$ cat config.mk
export PLATFORM = sky130hd
export DESIGN_NAME = revenantx86_tinytpu
export DESIGN_NICKNAME = d
export VERILOG_FILES = /design/src/rtl/revenantx86_tinytpu.sv
export SDC_FILE = /design/constraint.sdc
export NUM_CORES = 1
export LEC_CHECK = 0
export ABC_CLOCK_PERIOD_IN_PS = 5400
export CORE_MARGIN = 1.5
export CORE_UTILIZATION = 55
export CTS_CLUSTER_SIZE = 16
export DETAILED_ROUTE_END_ITERATION = 12
export GPL_TIMING_DRIVEN = 0
export PLACE_DENSITY_LB_ADDON = 0.1
export SKIP_CTS_REPAIR_TIMING = 1
export SYNTH_ARGS = -nofsm -noshare
export SYNTH_HDL_FRONTEND = slang
export SYNTH_SLANG_ARGS = --single-unit
$ cat constraint.sdc
create_clock -name clk -period 5.4 [get_ports clk]
set_input_delay 1.08 -clock clk [delete_from_list [all_inputs] [get_ports clk]]
set_output_delay 1.08 -clock clk [all_outputs]
set_load 0.1 [all_outputs]
$ cat src/rtl/revenantx86_tinytpu.sv
// 2x2 signed int8 matrix-multiply accelerator (C = A x W) behind the TinyTapeout byte port.
// Define TINYTPU_RELU_EN to clamp each saturated result to max(C,0).
module revenantx86_tinytpu (
  input  logic       clk,
  input  logic       rst_n,
  input  logic       ena,
  input  logic [7:0] ui_in,
  input  logic [7:0] uio_in,
  output logic [7:0] uio_out,
  output logic [7:0] uio_oe,
  output logic [7:0] uo_out
);

  typedef enum logic [1:0] {S_IDLE = 2'd0, S_RUN = 2'd1, S_DONE = 2'd2} state_t;

  state_t            state_q, state_d;
  logic signed [7:0] w_q [4];
  logic signed [7:0] a_q [4];
  logic [15:0]       c_all [4];
  logic [3:0]        ovf;
  logic [1:0]        wptr_q, aptr_q;
  logic [2:0]        rptr_q, cnt_q;
  logic              sat_q;
  logic [7:0]        uo_q;

  logic       strobe, running, accept, step, fin;
  logic       do_clear, do_lw, do_la, do_cmp, do_rd;
  logic [2:0] code;
  logic       unused_hi;

  function automatic logic [15:0] sat16(input logic signed [16:0] v);
    if (v[16] != v[15]) return v[16] ? 16'h8000 : 16'h7FFF;
    return v[15:0];
  endfunction

  function automatic logic [15:0] relu16(input logic [15:0] v);
`ifdef TINYTPU_RELU_EN
    return v[15] ? 16'h0000 : v;
`else
    return v;
`endif
  endfunction

  assign unused_hi = ^uio_in[7:4];
  assign code      = uio_in[2:0];
  assign strobe    = ena & uio_in[3];
  assign running   = (state_q == S_RUN);
  assign accept    = strobe & ~running;
  assign do_clear  = strobe && (code == 3'd5);
  assign do_lw     = accept && (code == 3'd1);
  assign do_la     = accept && (code == 3'd2);
  assign do_cmp    = accept && (code == 3'd3);
  assign do_rd     = accept && (code == 3'd4);
  // Four feed steps (cnt 0..3) followed by one saturate/write-back step (cnt 4).
  assign step      = ena && running && !cnt_q[2] && !do_clear;
  assign fin       = ena && running && (cnt_q == 3'd4) && !do_clear;

  always_comb begin
    state_d = state_q;
    case (state_q)
      S_IDLE:  if (do_cmp) state_d = S_RUN;
      S_RUN:   if (fin) state_d = S_DONE;
      S_DONE: begin
        if (do_cmp)             state_d = S_RUN;
        else if (do_lw || do_la) state_d = S_IDLE;
      end
      default: state_d = S_IDLE;
    endcase
    if (do_clear) state_d = S_IDLE;
  end

  always_ff @(posedge clk or negedge rst_n) begin
    if (!rst_n) begin
      state_q <= S_IDLE;
      wptr_q  <= '0;
      aptr_q  <= '0;
      rptr_q  <= '0;
      cnt_q   <= '0;
      sat_q   <= 1'b0;
      uo_q    <= '0;
      for (int k = 0; k < 4; k++) begin
        w_q[k] <= '0;
        a_q[k] <= '0;
      end
    end else begin
      state_q <= state_d;
      if (do_clear) begin
        wptr_q <= '0;
        aptr_q <= '0;
        rptr_q <= '0;
        sat_q  <= 1'b0;
        uo_q   <= '0;
      end else begin
        if (do_lw) begin
          w_q[wptr_q] <= ui_in;
          wptr_q      <= wptr_q + 2'd1;
        end
        if (do_la) begin
          a_q[aptr_q] <= ui_in;
          aptr_q      <= aptr_q + 2'd1;
        end
        if (do_cmp) begin
          rptr_q <= '0;
          sat_q  <= 1'b0;
          cnt_q  <= '0;
        end else if (step) begin
          cnt_q <= cnt_q + 3'd1;
        end
        if (fin) sat_q <= |ovf;
        if (do_rd) begin
          uo_q   <= rptr_q[0] ? c_all[rptr_q[2:1]][15:8] : c_all[rptr_q[2:1]][7:0];
          rptr_q <= rptr_q + 3'd1;
        end
      end
    end
  end

  // MAC cell (ROW,COL) sees k = cnt - (ROW+COL): the skew staggers the operand wavefront.
  for (genvar g = 0; g < 4; g++) begin : g_mac
    localparam int ROW = g / 2;
    localparam int COL = g % 2;
    localparam logic [2:0] SKEW = 3'(ROW + COL);

    logic [2:0]         kidx;
    logic               ksel, feed;
    logic signed [7:0]  op_a, op_w;
    logic signed [15:0] prod;
    logic signed [16:0] acc_q;
    logic [15:0]        c_q;

    assign kidx = cnt_q - SKEW;
    assign ksel = kidx[0];
    assign feed = step && (kidx < 3'd2);
    assign op_a = ksel ? a_q[2*ROW+1] : a_q[2*ROW];
    assign op_w = ksel ? w_q[2+COL]   : w_q[COL];
    assign prod = op_a * op_w;

    always_ff @(posedge clk or negedge rst_n) begin
      if (!rst_n) begin
        acc_q <= '0;
        c_q   <= '0;
      end else if (do_clear) begin
        acc_q <= '0;
        c_q   <= '0;
      end else if (do_cmp) begin
        acc_q <= '0;
      end else if (feed) begin
        acc_q <= acc_q + 17'(prod);
      end else if (fin) begin
        c_q <= relu16(sat16(acc_q));
      end
    end

    assign ovf[g]   = acc_q[16] ^ acc_q[15];
    assign c_all[g] = c_q;
  end

  assign uo_out  = uo_q;
  assign uio_oe  = 8'hF0;
  assign uio_out = {1'b0, sat_q, (state_q == S_DONE), (running && (cnt_q != 3'd0)), 4'b0000};

endmodule

Word level (Yosys, flattened, before mapping)
Cells that the tools add are included.

Bits in registers: 217. Bits of input ports: 19. Output and inout port bits: 24. Logic and storage cells: 212.

$add $sub $neg: 10. $mul: 4. Order comparisons: 8. Eq/ne operators: 19. Multiplexer cells: 98. Bitwise gates (word level): 11. Reductions and logical operators: 39.

Operator list (number): 2-to-1 mux 16 bit (30); 2-to-1 mux 17 bit (12); 2-to-1 mux 8 bit (13); adder 17 x 16 -> 17 bit (4); bitwise mux 32 bit (2); multiplier 8 x 8 -> 16 bit (4); binary-select mux 16 bit (select 2 bit) (1); demux 8 bit (select 2 bit) (2); 2-to-1 mux 1 bit (23); 2-to-1 mux 2 bit (9); nonzero test 3 bit (6); logical AND 1 bit (16); 2-to-1 mux 3 bit (5); AND reduction 3 bit (4); nonzero test 2 bit (5); equality test 3 bit (second input constant) (3); >= comparator 3 bit (second input constant) (3); < comparator 3 x 2 -> 1 bit (second input constant) (3); inverter 2 -> 3 bit (3); != test 2 bit (second input constant) (4); adder 3 x 1 -> 3 bit (second input constant) (2); equality test 3 x 2 -> 1 bit (second input constant) (2); < comparator 3 x 1 -> 1 bit (second input constant) (2); one-hot mux 2 bit (3 select lines) (1); 18 further kinds (30).

Logic depth before layout (Yosys ltp)
Gate-level depths: netlist of the first run.

Depth in word-level cells: 13. Mapped depth: 22. Depth with buffers taken out: 20.

Worst setup path before layout of the first run
OpenSTA, ideal clock, no wires.

Path kind: reg2reg. From: reg cnt_q[0]. To: reg g_mac[0].acc_q[16]. Library setup time: 0.116 ns. Arrival: 5.807 ns. Required time: 5.284 ns. Slack: -0.523 ns. Stages on the path, launching flop included: 19. Path buffers: 3. Period minus slack after synthesis: 5.923 ns. Cell sequence: dfrtp_1 > clkbuf_1 > buf_2 > buf_2 > mux2i_1 > nor2_1 > inv_1 > fa_1 > inv_1 > fa_1 > fa_1 > fa_1 > fa_1 > ha_1 > or3_1 > o221ai_1 > a31oi_1 > or4_1 > o311ai_0.

Cells in the longest elaborated chain, start to end: 6. Elaborated cells between the ends (all ways): 10. Classes of those cells: 1 x add/sub; 1 x mul; 1 x order compare; 5 x mux; 2 x reduce/logical.

RTL lines: from (decl) (RTL line 22) `logic [2:0] rptr_q, cnt_q;`; from (signal assigned) (RTL line 107) `cnt_q <= cnt_q + 3'd1;`; 2-to-1 mux 8 bit, on equally long branches (RTL line 134, 135); multiplier 8 x 8 -> 16 bit (RTL line 136) `assign prod = op_a * op_w;`; adder 17 x 16 -> 17 bit (RTL line 148) `acc_q <= acc_q + 17'(prod);`; 2-to-1 mux 17 bit (RTL line 147) `end else if (feed) begin`; 2-to-1 mux 17 bit (RTL line 145) `end else if (do_cmp) begin`; 2-to-1 mux 17 bit (RTL line 142) `end else if (do_clear) begin`; to (signal assigned) (RTL line 148); to (decl) (RTL line 128) `logic signed [16:0] acc_q;`.

Several ways; a longest one is shown, not always the timed one. The select of a mux whose other input is x is not followed. A chain may end at the register's enable or synchronous reset.

Worst setup path after layout of the first run
From: reg cnt_q[0]. To: reg g_mac[3].acc_q[12].

Cells in the longest elaborated chain, start to end: 7. Elaborated cells between the ends (all ways): 11. Classes of those cells: 2 x add/sub; 1 x mul; 1 x order compare; 5 x mux; 2 x reduce/logical.

RTL lines: subtractor 3 x 2 -> 3 bit * (RTL line 131) `assign kidx = cnt_q - SKEW;`; 2-to-1 mux 8 bit, on equally long branches (RTL line 134, 135); multiplier 8 x 8 -> 16 bit (RTL line 136); adder 17 x 16 -> 17 bit (RTL line 148); 2-to-1 mux 17 bit (RTL line 147); 2-to-1 mux 17 bit (RTL line 145); 2-to-1 mux 17 bit (RTL line 142); to (signal assigned) (RTL line 148); to (decl) (RTL line 128).

Every way passes the cells marked *; elsewhere a longest branch is shown, timed or not. The select of a mux whose other input is x is not followed.

==> qor.yml, run 1 <==
run_status:
  status: "finished with violations"
  violations: "negative setup slack"
grt:
  grt_max_degree: 112
  antenna_found_initial: 0
  overflow: 0
  first_global_vias: 16900
  gr-usage-all-layers_pct: 30.7
  grt_pass1_wl_um: 97900
timing:
  rsz0062_at_grt: "yes"
  maxSlewViolCount: 0
  fin_worst_skew_ns: 0.0243
  worst_slew_pin_slew_ns: 1.04
  finalHoldViolCount: 0
  max_slew_margin_pct: 30.3
  final.period_utilization_pct: 102
  tns_ns: -0.420
  layout_setup_ws_ns: -0.132
  setup_viol: 5
  max_freq_mhz: 181
  fin_crit_ns: 5.53
setup_path:
  path_max_fanout: 8
  endpoint_kind: "flop"
  critPathKind: "reg -> reg"
  required_ns: 5.87
  startpoint_type: "flop"
  cp_data_arrival_time_ns: 6.01
floorplan:
  die_h_um: 206
  dieArea_um2: 42500
  fp-row-count: 74
  core_area_um2: 40700
  num_io_pins: 43
  start_util_pct: 55.7
  die-width_um: 206
synth:
  synth_top_area_share_pct: 26.8
  synth_mux_area_share_pct: 11.4
  syn_area_um2: 22700
  yosysTopAreaCell: "fa_1"
  yosys-top-cells-area: "fa_1 (27%), dfrtp_1 (24%), ha_1 (9.7%)"
  synth_top_family_by_area: "adder cells"
  yosysMostFrequentCell: "inv_1"
  synth-edff-count: 0
  yosysUniqueCellTypes: 57
  synthXorXnorAreaFrac_pct: 2.16
  synthSimpleGateAreaFrac_pct: 10.9
  async_flop_share_pct: 100
  synth-seq-cells: 217
  synthAdderAreaFrac_pct: 36.5
  syn_inst: 2196
  postSynthAreaPerCell_um2: 10.3
  yosysSeqAreaShare_pct: 23.9
  yosys_warnings: 0
  synth_compound_area_share_pct: 7.59
  synth_ff_type: "dfrtp_1"
  synth_common_cells: "inv_1 (336), fa_1 (304), dfrtp_1 (217)"
detailed_routing:
  initialDrtViolationCount: 1140
  drc_errors: 0
  drtPass1Iterations: 5
  wl_per_cell_um: 22.6
  routed_via_density: 5.81
  wirelength_um: 64800
  antenna_left: 0
  vias: 16700
placement:
  placed_area_um2: 23700
  dp_hpwl_um: 51300
  place.gp.congestion: 0.915
  port-buffer-count: 25
pwr:
  swShare_pct: 48.3
  irDropWorstVdd_mv: 0.326
  seq_power_share_pct: 19.5
  power.internal_mw: 7.80
  power_leakage_nw: 13.1
  p_clk_share_pct: 11.9
  power.switching_mw: 7.29
  p_per_area_nw_per_um2: 569
  power_frac_comb_pct: 68.6
worst_hold_path:
  hold_class: "reg -> reg"
cells_and_area:
  final_area_um2: 26500
  final_nets: 2815
  layout-drive-gt1-share_pct: 20.1
  area_growth_pct: 16.7
  fillers: 3281
clocking:
  cts_buffers: 28
  clockRootBuffer: "clkbuf_16"
  worstSkewPairLatency_ns: 0.57
  clkTransAtPathRegs_ns: 0.06
  cts_tree: "yes"
  h-tree-depth: 1
  cts_buffer_depth: 3
  clock_sinks: 217
flow_run:
  maxCapViolCount: 0
## cell type report
cell class	instances	area, µm²	area share (%)
Timing Repair Buffer	80	808	3.05
Tap cell	532	666	2.51
Antenna cell	1	2.50	0.00944
Sequential cell	217	5430	20.5
Buffer	83	617	2.33
Inverter	336	1260	4.76
Clock buffer	37	786	2.97
Clock inverter	13	87.6	0.331
Multi-Input combinational cell	1570	16800	63.5
## cells in the final DEF (no fill, tap or decap), types with 24 or more instances in the layout
cell	n
mux2_4	24
nor2_1	162
a21oi_1	47
ha_1	155
buf_2	27
mux2i_4	39
nor3_1	30
clkbuf_16	32
clkdlybuf4s50_1	24
dfrtp_1	216
nor2b_1	40
mux2_2	107
o21a_1	26
nand3_1	53
fa_1	295
nand2_1	167
inv_1	334
xnor2_1	42
buf_4	62
o31ai_1	62
o21ai_0	36
clkbuf_1	27
## metal layers
layer	wire, µm	GRT usage, %	vias to the layer above
met5	0	0	-
met2	31500	50.3	437
met4	2360	9.06	0
li1	-	-	7420
met1	27900	43.1	8704
met3	2960	3.55	117
## metrics by stage
stage | power, mW | worst slack, ns | hold slack (ns) | util (%) | cells
2_1_floorplan | 8.94 | 0.0196 | 0.443 | - | 2207
3_3_place_gp | 11.3 | -6.26 | 0.456 | 58.1 | 2764
3_5_place_dp | 11.4 | -0.891 | 0.466 | 58.2 | 2765
4_1_cts | 13.4 | -0.952 | 0.479 | 60.4 | 2815
5_1_grt | 16.3 | -0.255 | 0.507 | 65.0 | 2868
6_report | 15.1 | -0.132 | 0.478 | 65.0 | 2869
## kinds of logic (layout without fill, tap and decap cells)
group	after synthesis	in the layout
simple gates	542	542
fa+ha+maj	480	480
buf+inv	420	549
compound gates	258	258
mux	221	221
flops	217	217
xor+xnor	56	56
other cells	2	14
## power by group through the flow
stage               Clock (mW)  Sequential [mW]  Combinational [mW]
floorplan                    0             2.69                6.25
global route              1.87             3.00                11.4
finish                    1.79             2.94                10.4
CTS                       1.81             2.78                8.80
detailed placement           0             2.80                8.64
global placement             0             2.77                8.51
## worst max-delay path: stages, from the launching register on
cell       delay, ns
dfrtp_4         0.60
clkbuf_16       0.22
buf_6           0.12
mux2i_4         0.21
or2_4           0.25
fa_1            0.49
fa_1            0.52
inv_2           0.05
fa_1            0.55
fa_1            0.46
fa_1            0.57
ha_4            0.22
o21a_1          0.17
o31a_1          0.15
o31a_1          0.31
o21a_1          0.19
o21a_1          0.18
o31ai_2         0.17
## registers in the layout, indices dropped and copies added (netlist names)
signal,count
g_mac.acc_q,68
a_q,32
state_q,2
cnt_q,3
aptr_q,2
uo_out,8
sat_q,1
w_q,32
rptr_q,3
wptr_q,2
g_mac.c_q,64
## path summary, 6_finish.rpt
path	startpoint	endpoint	slack, ns	depth (start not counted)
max in group asynchronous	rst_n	cnt_q[0]$_DFFE_PN0P_	3.62	2
setup / recovery	cnt_q[0]$_DFFE_PN0P_	g_mac[3].acc_q[12]$_DFFE_PN0P_	-0.13	17
min in group asynchronous	rst_n	g_mac[3].c_q[9]$_DFFE_PN0P_	0.58	1
hold / removal	g_mac[1].c_q[10]$_DFFE_PN0P_	g_mac[1].c_q[10]$_DFFE_PN0P_	0.48	2
setup reg to reg	cnt_q[0]$_DFFE_PN0P_	g_mac[3].acc_q[12]$_DFFE_PN0P_	-0.13	17
hold reg to reg	g_mac[1].c_q[10]$_DFFE_PN0P_	g_mac[1].c_q[10]$_DFFE_PN0P_	0.48	2
No activity file was read; power rests on OpenSTA's default activity.
==> inputs of run 2 (changes only) <==
--- a/config.mk
+++ b/config.mk
@@ -7,7 +7,7 @@
 export LEC_CHECK = 0
 export ABC_CLOCK_PERIOD_IN_PS = 5400
 export CORE_MARGIN = 1.5
-export CORE_UTILIZATION = 55
+export CORE_UTILIZATION = 28
 export CTS_CLUSTER_SIZE = 16
 export DETAILED_ROUTE_END_ITERATION = 12
 export GPL_TIMING_DRIVEN = 0
==> run 2 against run 1 <==
  * The flow still finishes with violations (negative setup slack)
  * Register-to-register slack got worse by 0.03 ns
  * Routed wire length grew 16%
  * Die area up 95%
  * Sequential cell count is the same
==> qor.yml, run 2 (synthesis results as in run 1) <==
run_status:
  status: "finished with violations"  # unchanged
  violations: "negative setup slack"  # unchanged
pwr:
  irDropWorstVdd_mv: 0.289  # was 0.326 mV
  power_leakage_nw: 13.3  # was 13.1 nW
  total_power_mw: 15.5  # was 15.1 mW
  p_per_area_nw_per_um2: 562  # was 569 nW/µm²
clocking:
  h-tree-depth: 1  # unchanged
  clock_sinks: 217  # unchanged
  cts_buffers: 29  # was 28
  clkTransAtPathRegs_ns: 0.06  # about the same
  cts_tree: "yes"  # unchanged
  cts_buffer_depth: 3  # unchanged
  clockRootBuffer: "clkbuf_16"  # unchanged
  worstSkewPairLatency_ns: 0.59  # was 0.57 ns
timing:
  worst_slew_pin_slew_ns: 1.12  # was 1.04 ns
  finalHoldViolCount: 0  # unchanged
  max_freq_mhz: 180  # was 181 MHz
  hold_slack_ns: 0.403  # was 0.478 ns
  setup_viol: 7  # was 5
  fin_worst_skew_ns: 0.0154  # was 0.0243 ns
  rsz0062_at_grt: "yes"  # unchanged
  maxSlewViolCount: 0  # unchanged
  max_slew_margin_pct: 25.1  # was 30.3%
  tns_ns: -0.492  # was -0.420 ns
  layout_setup_ws_ns: -0.165  # was -0.132 ns
  final.period_utilization_pct: 103  # was 102%
  fin_crit_ns: 5.57  # was 5.53 ns
grt:
  grt_pass1_wl_um: 111000  # was 97900 µm
  first_global_vias: 17200  # was 16900
  antenna_found_initial: 2  # was 0
  overflow: 0  # unchanged
  grt_max_degree: 87  # was 112
  gr-usage-all-layers_pct: 18.2  # was 30.7%
setup_path:
  required_ns: 5.88  # was 5.87 ns
  reg2reg_to: "g_mac[0].acc_q[16]$_DFFE_PN0P_"  # was g_mac[3].acc_q[12]$_DFFE_PN0P_
  reg2reg_slack_ns: -0.17  # was -0.13 ns
  endpoint_kind: "flop"  # unchanged
  path_max_fanout: 8  # unchanged
  startpoint_type: "flop"  # unchanged
  cp_data_arrival_time_ns: 6.04  # was 6.01 ns
  critPathKind: "reg -> reg"  # unchanged
  cp-startpoint: "cnt_q[0]$_DFFE_PN0P_"  # unchanged
  reg2regPathDepth: 17  # unchanged
  r2r-start: "cnt_q[0]$_DFFE_PN0P_"  # unchanged
floorplan:
  core_area_um2: 80400  # was 40700 µm²
  fp-row-count: 104  # was 74
  num_io_pins: 43  # unchanged
  start_util_pct: 28.2  # was 55.7%
  die_h_um: 288  # was 206 µm
  dieArea_um2: 82800  # was 42500 µm²
  die-width_um: 288  # was 206 µm
placement:
  placed_area_um2: 24400  # was 23700 µm²
  dp_slack_ns: -1.20  # was -0.891 ns
  place.gp.congestion: 0.809  # was 0.915
  dp_hpwl_um: 61500  # was 51300 µm
  place_inst: 3295  # was 2765
  port-buffer-count: 25  # unchanged
detailed_routing:
  routed_via_density: 4.78  # was 5.81
  vias: 16400  # was 16700
  wl_per_cell_um: 22.0  # was 22.6 µm
  initialDrtViolationCount: 790  # was 1140
  wirelength_um: 75300  # was 64800 µm
  antenna_left: 0  # unchanged
  drtPass1Iterations: 5  # unchanged
  drc_errors: 0  # unchanged
cells_and_area:
  largest_reg_flops: 68  # unchanged
  layout-drive-gt1-share_pct: 21.3  # was 20.1%
  finalNonFillerCells: 3423  # was 2869
  final_util_pct: 34.2  # was 65.0%
  final_nets: 2841  # was 2815
  reg.largest.list: "g_mac.acc_q (68), g_mac.c_q (64)"  # unchanged
  final_cell_mix: "inv_1 (335), fa_1 (294), dfrtp_1 (216)"  # was inv_1 (334), fa_1 (295), dfrtp_1 (216)
  final_area_um2: 27500  # was 26500 µm²
  area_growth_pct: 21.0  # was 16.7%
  regMostFlops: "g_mac.acc_q"  # unchanged
  layout_commonest_cell: "inv_1"  # unchanged
worst_hold_path:
  hold_class: "in -> async"  # was reg -> reg
flow_run:
  maxCapViolCount: 0  # unchanged
[run 2: routing by layer]
| layer | track usage (%) | routed length, µm | up-vias | part of all wire [%] |
|---|---|---|---|---|
| li1 | - | - | 7467 | - |
| met3 | 1.98 | 2250 | 62 | 3.0 |
| met4 | 4.23 | 1700 | 0 | 2.3 |
| met1 | 25.0 | 34300 | 8569 | 45 |
| met5 | 0 | 0 | - | 0 |
| met2 | 30.6 | 37100 | 252 | 49 |
[run 2: final cells by class]
cell class | count | area [µm²]
buffer | 83 | 618
clock buffer | 39 | 803
fill | 8271 | 52900
antenna | 1 | 2.50
tap | 1060 | 1330
clock inverter | 12 | 100
inverter | 336 | 1260
sequential | 217 | 5430
multi-input combinational | 1570 | 16900
timing repair buffer | 105 | 1070
[run 2: how the worst max path moves through the flow]
| stage | endpoint | slack (ns) | cells past startpoint |
|---|---|---|---|
| final | g_mac[0].acc_q[16]$_DFFE_PN0P_ | -0.17 | 17 |
| after global placement | g_mac[0].acc_q[8]$_DFFE_PN0P_ | -7.00 | 1 |
| after CTS | g_mac[2].acc_q[16]$_DFFE_PN0P_ | -1.25 | 17 |
| after detailed placement | g_mac[2].acc_q[16]$_DFFE_PN0P_ | -1.20 | 17 |
| after global routing | g_mac[0].acc_q[16]$_DFFE_PN0P_ | -0.32 | 17 |
| after floorplan | g_mac[0].acc_q[16]$_DFFE_PN0P_ | 0.02 | 18 |
[run 2: where the power goes]
part	internal [mW]	total [mW]	switching, mW
combinational	4.70	10.5	5.84
sequential	2.20	3.01	0.806
clock	1.08	1.90	0.818
total	7.99	15.5	7.46
[run 2: worst max-delay path, stage by stage, from the launching register on]
cell and delay [ns]:
dfrtp_4 0.59, buf_12 0.17, buf_12 0.10, mux2i_4 0.39, nand2b_1 0.19, fa_1 0.43, fa_1 0.55, inv_1 0.05
fa_1 0.57, fa_2 0.49, fa_2 0.58, ha_4 0.21, o21ai_4 0.16, a21oi_4 0.07, o221ai_4 0.24, a31oi_2 0.15
or4_1 0.41, o311ai_1 0.09
